File: config.mk
export PLATFORM = sky130hd
export DESIGN_NAME = seq_shifter
export DESIGN_NICKNAME = d
export VERILOG_FILES = /design/src/rtl/seq_shifter.sv
export SDC_FILE = /design/constraint.sdc
export NUM_CORES = 1
export LEC_CHECK = 0
export BUFFER_PORTS_ARGS = -buffer_cell sky130_fd_sc_hd__buf_2
export CORE_MARGIN = 2
export CORE_UTILIZATION = 47
export CTS_BUF_LIST = sky130_fd_sc_hd__clkbuf_16
export DETAILED_ROUTE_END_ITERATION = 7
export HOLD_SLACK_MARGIN = 0.12
export PLACE_DENSITY = 0.8
export RECOVER_POWER = 50
export SLEW_MARGIN = 20
export SYNTH_ARGS = -nofsm -noshare
export SYNTH_HDL_FRONTEND = slang
export SYNTH_SLANG_ARGS = --single-unit
export TNS_END_PERCENT = 20
File: constraint.sdc
create_clock -name clock -period 1.7 [get_ports clock]
set_input_delay 0.255 -clock clock [delete_from_list [all_inputs] [get_ports clock]]
set_output_delay 0.255 -clock clock [all_outputs]
set_load 0.005 [all_outputs]
File: src/rtl/seq_shifter.sv
// Multi-cycle shift unit with start/done handshake: SLL, SRL, SRA, plus ROL when
// SEQ_SHIFTER_ROTATE_EN is defined (otherwise mode 11 behaves as SLL).
module seq_shifter #(
  parameter int unsigned WIDTH = 32,
  parameter int unsigned STEP  = 1
) (
  input  logic                     clock,
  input  logic                     reset_n,
  input  logic                     start,
  input  logic [1:0]               mode,
  input  logic [$clog2(WIDTH)-1:0] shamt,
  input  logic [WIDTH-1:0]         data_in,
  output logic                     busy,
  output logic                     done,
  output logic [WIDTH-1:0]         result
);

  localparam int unsigned SW = $clog2(WIDTH);
  localparam logic [SW-1:0] StepAmt = SW'(STEP);
`ifdef SEQ_SHIFTER_ROTATE_EN
  localparam logic [SW:0] WidthAmt = (SW+1)'(WIDTH);
`endif

  typedef enum logic [1:0] {StIdle, StShift, StDone} state_e;

  state_e            state_q;
  logic [WIDTH-1:0]  work_q;
  logic [SW-1:0]     rem_q;
  logic [1:0]        mode_q;
  logic [SW-1:0]     k;
  logic [WIDTH-1:0]  shifted;

  always_comb k = (rem_q < StepAmt) ? rem_q : StepAmt;

  always_comb begin
    shifted = work_q;
    case (mode_q)
      2'b01:   shifted = work_q >> k;
      2'b10:   shifted = $signed(work_q) >>> k;
`ifdef SEQ_SHIFTER_ROTATE_EN
      // k is never zero while shifting, so the right-shift amount stays below WIDTH.
      2'b11:   shifted = (work_q << k) | (work_q >> (WidthAmt - {1'b0, k}));
`endif
      default: shifted = work_q << k;
    endcase
  end

  always_ff @(posedge clock or negedge reset_n) begin
    if (!reset_n) begin
      state_q <= StIdle;
      work_q  <= '0;
      rem_q   <= '0;
      mode_q  <= 2'b00;
    end else begin
      case (state_q)
        StIdle, StDone: begin
          if (start) begin
            work_q  <= data_in;
            rem_q   <= shamt;
            mode_q  <= mode;
            state_q <= (shamt == '0) ? StDone : StShift;
          end else begin
            state_q <= StIdle;
          end
        end
        StShift: begin
          work_q <= shifted;
          rem_q  <= rem_q - k;
          if (rem_q == k) state_q <= StDone;
        end
        default: state_q <= StIdle;
      endcase
    end
  end

  assign busy   = (state_q == StShift);
  assign done   = (state_q == StDone);
  assign result = work_q;

endmodule

==> Yosys cells after proc, flatten, opt, wreduce, memory -nomap -nowiden <==
Index checks and enable logic that the tools add are counted.
{ "classes": {"mux": 10, "n_eq_ne": 7, "n_reduce_logical": 6, "order_cmp": 1, "shift": 3, "n_addsub": 1} }
{ "ops": {"columns": ["cell", "n"], "rows": [
  ["$pmux W32 S2", 2],
  ["$mux W32", 1],
  ["$shl A32 B5 Y32", 1],
  ["$shr A32 B5 Y32", 1],
  ["$sshr A32 B5 Y32", 1],
  ["$mux W5", 2],
  ["$pmux W5 S2", 1],
  ["$mux W2", 3],
  ["$eq A5 B5 Y1", 1],
  ["$logic_not A5 Y1", 1],
  ["$lt A5 B1 Y1 const B", 1],
  ["$sub A5 B5 Y5", 1],
  ["$eq A2 B1 Y1 const B", 2],
  ["$eq A2 B2 Y1 const B", 2],
  ["$pmux W2 S2", 1],
  ["$reduce_and A2 Y1", 2],
  ["$logic_not A2 Y1", 1],
  ["$ne A2 B1 Y1 const B", 1],
  ["$ne A2 B2 Y1 const B", 1],
  ["$reduce_bool A2 Y1", 1],
  ["$reduce_or A2 Y1", 1]
]} }
{ "word_totals": {"out_inout_bits": 34, "word_cells": 32, "inputBits": 42, "ff_bits": 41} }

==> Longest topological paths before layout <==
{ "logic_depth": {"depth_word": 5, "mapped_depth": 9, "depth_no_buf": 7} }

==> Worst setup path before layout <==
OpenSTA, ideal clock, no wires.
{ "synth_timing": {"kind": "reg2reg", "from": "reg mode_q[0]", "to": "reg work_q[15], in the netlist result[15]", "path_buffers": 2, "path_stages_with_launch": 8, "required_time_ns": 1.561, "arrival_time_ns": 1.743, "path_slack_ns": -0.182, "period_less_slack_ns": 1.882, "path_cell_list": "dfrtp_1 inv_1 ha_1 clkbuf_1 nor3_1 nand2b_1 clkbuf_1 o22ai_1"} }
{ "synth_between": {"elab_chain_len": 3, "word_cells_on_any_way": 4, "classes_between": "2 x eq/ne; 2 x mux"} }
{ "synth_rtl": {"columns": ["item", "line", "source"], "rows": [
  ["start, declared", "29", "logic [1:0] mode_q;"],
  ["start signal, assigned", "60", "mode_q <= mode;"],
  ["$eq A2 B2 Y1 / $eq A2 B1 Y1 (equally long branches)", "37", "case (mode_q)"],
  ["$pmux W32 S2 *", "37", null],
  ["$pmux W32 S2 *", "55", "case (state_q)"],
  ["end signal, assigned", "58", "work_q <= data_in;"],
  ["end signal, assigned", "67", "work_q <= shifted;"],
  ["end, declared", "27", "logic [WIDTH-1:0] work_q;"]
]} }
Every way passes the cells marked *; elsewhere a longest branch is shown, timed or not.
A chain may end at the register's enable or synchronous reset.

==> Worst setup path after layout <==
{ "layout_timing": {"from": "reg rem_q[4]", "to": "reg work_q[18], in the netlist result[18]"} }
{ "layout_between": {"elab_chain_len": 5, "word_cells_on_any_way": 7, "classes_between": "1 x order compare; 3 x shift; 3 x mux"} }
{ "layout_rtl": {"columns": ["item", "line", "source"], "rows": [
  ["start, declared", "28", "logic [SW-1:0] rem_q;"],
  ["start signal, assigned", "59", "rem_q <= shamt;"],
  ["start signal, assigned", "68", "rem_q <= rem_q - k;"],
  ["$lt A5 B1 Y1", "33", "always_comb k = (rem_q < StepAmt) ? rem_q : StepAmt;"],
  ["$mux W5 *", "33", null],
  ["$shl A32 B5 Y32 (tied with other cells)", "44", "default: shifted = work_q << k;"],
  ["$pmux W32 S2 *", "37", null],
  ["$pmux W32 S2 *", "55", null]
]} }
Marks and branches as above.

==> summary.txt <==
Logic synthesis
  – Ys async rst share: 100.0%
  – Yosys Warn Count: 0
  – Largest cells by area after synthesis: dfrtp_1 41%, o21ai_0 7.8%, mux2i_1 5.6%
  – Share of the synthesized area in the top cell type: 40.88%
  – Post-Syn Area: 2510 um2
  – Syn Area/Cell: 8.964 um2
  – Post-synth top area cell: dfrtp_1
  – Top-count cell post-synth: dfrtp_1
  – Sequential element share of the synthesized area: 40.88%
  – Cells after synthesis: 280
  – Distinct cells, synth: 41
  – Mapped Nets: 325
  – Synth top cells by count: 41 x dfrtp_1, 39 x o21ai_0, 26 x a21oi_1
  – Main synth FF type: dfrtp_1
  – #FFs+latches synth: 41
  – Post-synth EDFFs: 0

Floorplanning
  – IO Pins: 76
  – Die Ht: 77.08 um
  – Die Area: 5941 um2
  – DIE WIDTH: 77.08 um
  – Core Box Area: 5140 um2
  – Num rows: 26
  – Initial Utilization: 48.83%

Run status
  – Status: complete, but fails checks
  – Violated checks: setup timing

Finish
  – Ratio of cells with drive above 1 in the final layout: 36.61%
  – Final #Nets: 411
  – Syn-to-layout area delta: 36.49%
  – Inserted Diodes: 0

Detailed routing
  – Via density: 6.133
  – Total wire length: 7534 um
  – Initial drt markers: 294
  – Antenna-violating nets left: 0
  – Routed len/inst: 17.28 um
  – Length of the first detailed-routing pass in iterations: 5
  – Vias: 2674
  – Drt drc: 0

Setup path
  – Crit Path Class: flip-flop to flip-flop
  – CP Capture Point: result[18]
  – CP Launch Point: rem_q[4]
  – Reg2reg start: rem_q[4]
  – Startpoint Class: flip-flop
  – Critical path arrival: 1.99 ns
  – Crit end category: flip-flop
  – R2R cell count: 5
  – FF-to-FF End: result[18]
  – Register-to-register setup slack: -0.13 ns
  – Worst endpoint required time: 1.86 ns
  – Crit path max fanout: 5

Power and ir drop
  – Pwr per Cell Area: 2202 nW/um2
  – Standby leakage power: 1.554 nW
  – Pwr Total: 7.545 mW
  – Peak supply drop: 0.9707 mV

Timing
  – Max_slew headroom: 57.03%
  – Final Max Tran Viols: 0
  – Period utilization: 107.9%
  – Final Hold Viols: 0
  – Hold Slack: 0.1830 ns
  – Highest Clock Rate: 545.4 MHz
  – Setup Skew: 0.004867 ns
  – RSZ-0062 raised after global routing: yes
  – Worst slew pin tran: 0.6445 ns
  – Setup WS post-layout: -0.1336 ns
  – Min Clock Period, post-route: 1.834 ns
  – Final setup viols: 21

Global route
  – Total gr overflow: 0
  – Total GRT Usage: 25.58%
  – Antenna violations before repair: 0
  – Vias in the first global route: 2423
  – First-pass GRT wire length: 12100 um
  – Largest net degree at the start of global routing: 33

Clocking
  – CTS tree: built
  – Clock Tree Root: clkbuf_16
  – H-tree levels: 2
  – Clk slew on worst S/H paths: 0.05 ns
  – CTS max path bufs: 2
  – CTS Buf Count: 5
  – Clock Latency Late Sink: 0.28 ns
  – Clock sinks: 41

Placed design
  – GP Congestion: 0.9410
  – Post-DP HPWL: 5039 um
  – PortBufs: 75

Job
  – Max-capacitance violation count: 0

Min path
  – Hold Crit Class: input pin to flip-flop
-- worst max-delay path, cell delays in order, from the launching register on --
cell     delay, ns
dfrtp_1       0.39
or4_4         0.64
o21ai_4       0.24
buf_6         0.14
nor2_1        0.04
a221o_1       0.26
-- layout make-up --
cell class / count / area, um2
fillers: 426 / 1714
well taps: 70 / 87.58
repair buffers: 106 / 676.9
multi-input cells: 205 / 1471
clock buffers: 5 / 125.1
inverters: 7 / 31.28
clock inverters: 2 / 7.507
flip-flops and latches: 41 / 1026
-- worst min path at each step --
| stage | from | endpoint | slack, ns | cells after the start |
|---|---|---|---|---|
| final | mode[1] | mode_q[1] | 0.18 | 3 |
| after global routing | mode[1] | mode_q[1] | 0.19 | 3 |
| after CTS | mode[1] | mode_q[1] | 0.18 | 3 |
| after detailed placement | reset_n | result[10] | 0.28 | 1 |
| after global placement | reset_n | result[12] | 0.28 | 1 |
| after floorplan | reset_n | mode_q[0] | -0.04 | 0 |
-- cells in the final DEF, fill, tap and decap left out, types with 2 or more instances in the layout --
master and n:
nand2b_4 2, a31oi_1 15, o2bb2ai_2 7, buf_4 21, a221o_1 5, nor2_1 21, nand3_1 4, dfrtp_1 41
inv_1 7, o21ai_0 34, buf_6 5, a21oi_2 2, clkbuf_1 2, buf_2 72, mux2i_1 14, clkbuf_16 5
o21ai_1 12, nor2b_1 2, nor3_1 3, o2bb2ai_1 6, nand2_1 9, a21oi_1 24, buf_12 4, o22ai_1 2
a22oi_1 16, or4_1 2
-- state kept, by name (all words and copies together) (netlist names) --
register,flops
mode_q,2
rem_q,5
result,32
state_q,2
-- metal layers --
metal  part of all wire (%)  global-route usage (%)  up-vias
met5                      0                       0        -
met4                    1.6                   8.750        0
met3                    7.5                   4.706       10
met2                     49                   39.47      129
met1                     42                   36.28     1302
li1                       -                       -     1233
-- cell families after synthesis --
group,synth area share (%)
AOI/OAI and AO/OA,35.35
and+or+nand+nor,10.42
DFF,40.88
buffers and inverters,6.281
muxes,5.583
adders and majority gates,1.496
-- where the power goes --
| group | switching, mW | total, mW | leakage (nW) | internal [mW] |
|---|---|---|---|---|
| Combinational | 2.47 | 4.75 | 0.973 | 2.27 |
| Sequential | 0.487 | 1.93 | 0.512 | 1.44 |
| Clock | 0.345 | 0.870 | 0.0685 | 0.524 |
-- metrics by stage --
stage | setup WS, ns | setup TNS (ns) | std cells | cell area (um2) | utilization (%)
after CTS | -0.1461 | -2.274 | 438 | 3339 | 64.97
after floorplan | -0.07461 | -1.038 | 280 | 2525 | -
after global routing | -0.1915 | -3.284 | 436 | 3426 | 66.65
after detailed placement | -0.1264 | -1.892 | 426 | 3114 | 60.59
after global placement | -0.03732 | -0.4566 | 426 | 3114 | 60.59
final | -0.1336 | -1.772 | 436 | 3426 | 66.65
-- repair_timing --
action / in CTS / in global routing
hold buffers: 1 / 0
resized for setup: 12 / 24
gates cloned: 1 / 0
setup endpoints to repair: 30 / 39
buffers inserted: 3 / 0
pin swaps: 1 / 2
hold endpoints to repair: 23 / 0
Note: power is estimated with default switching activity, not from simulation.
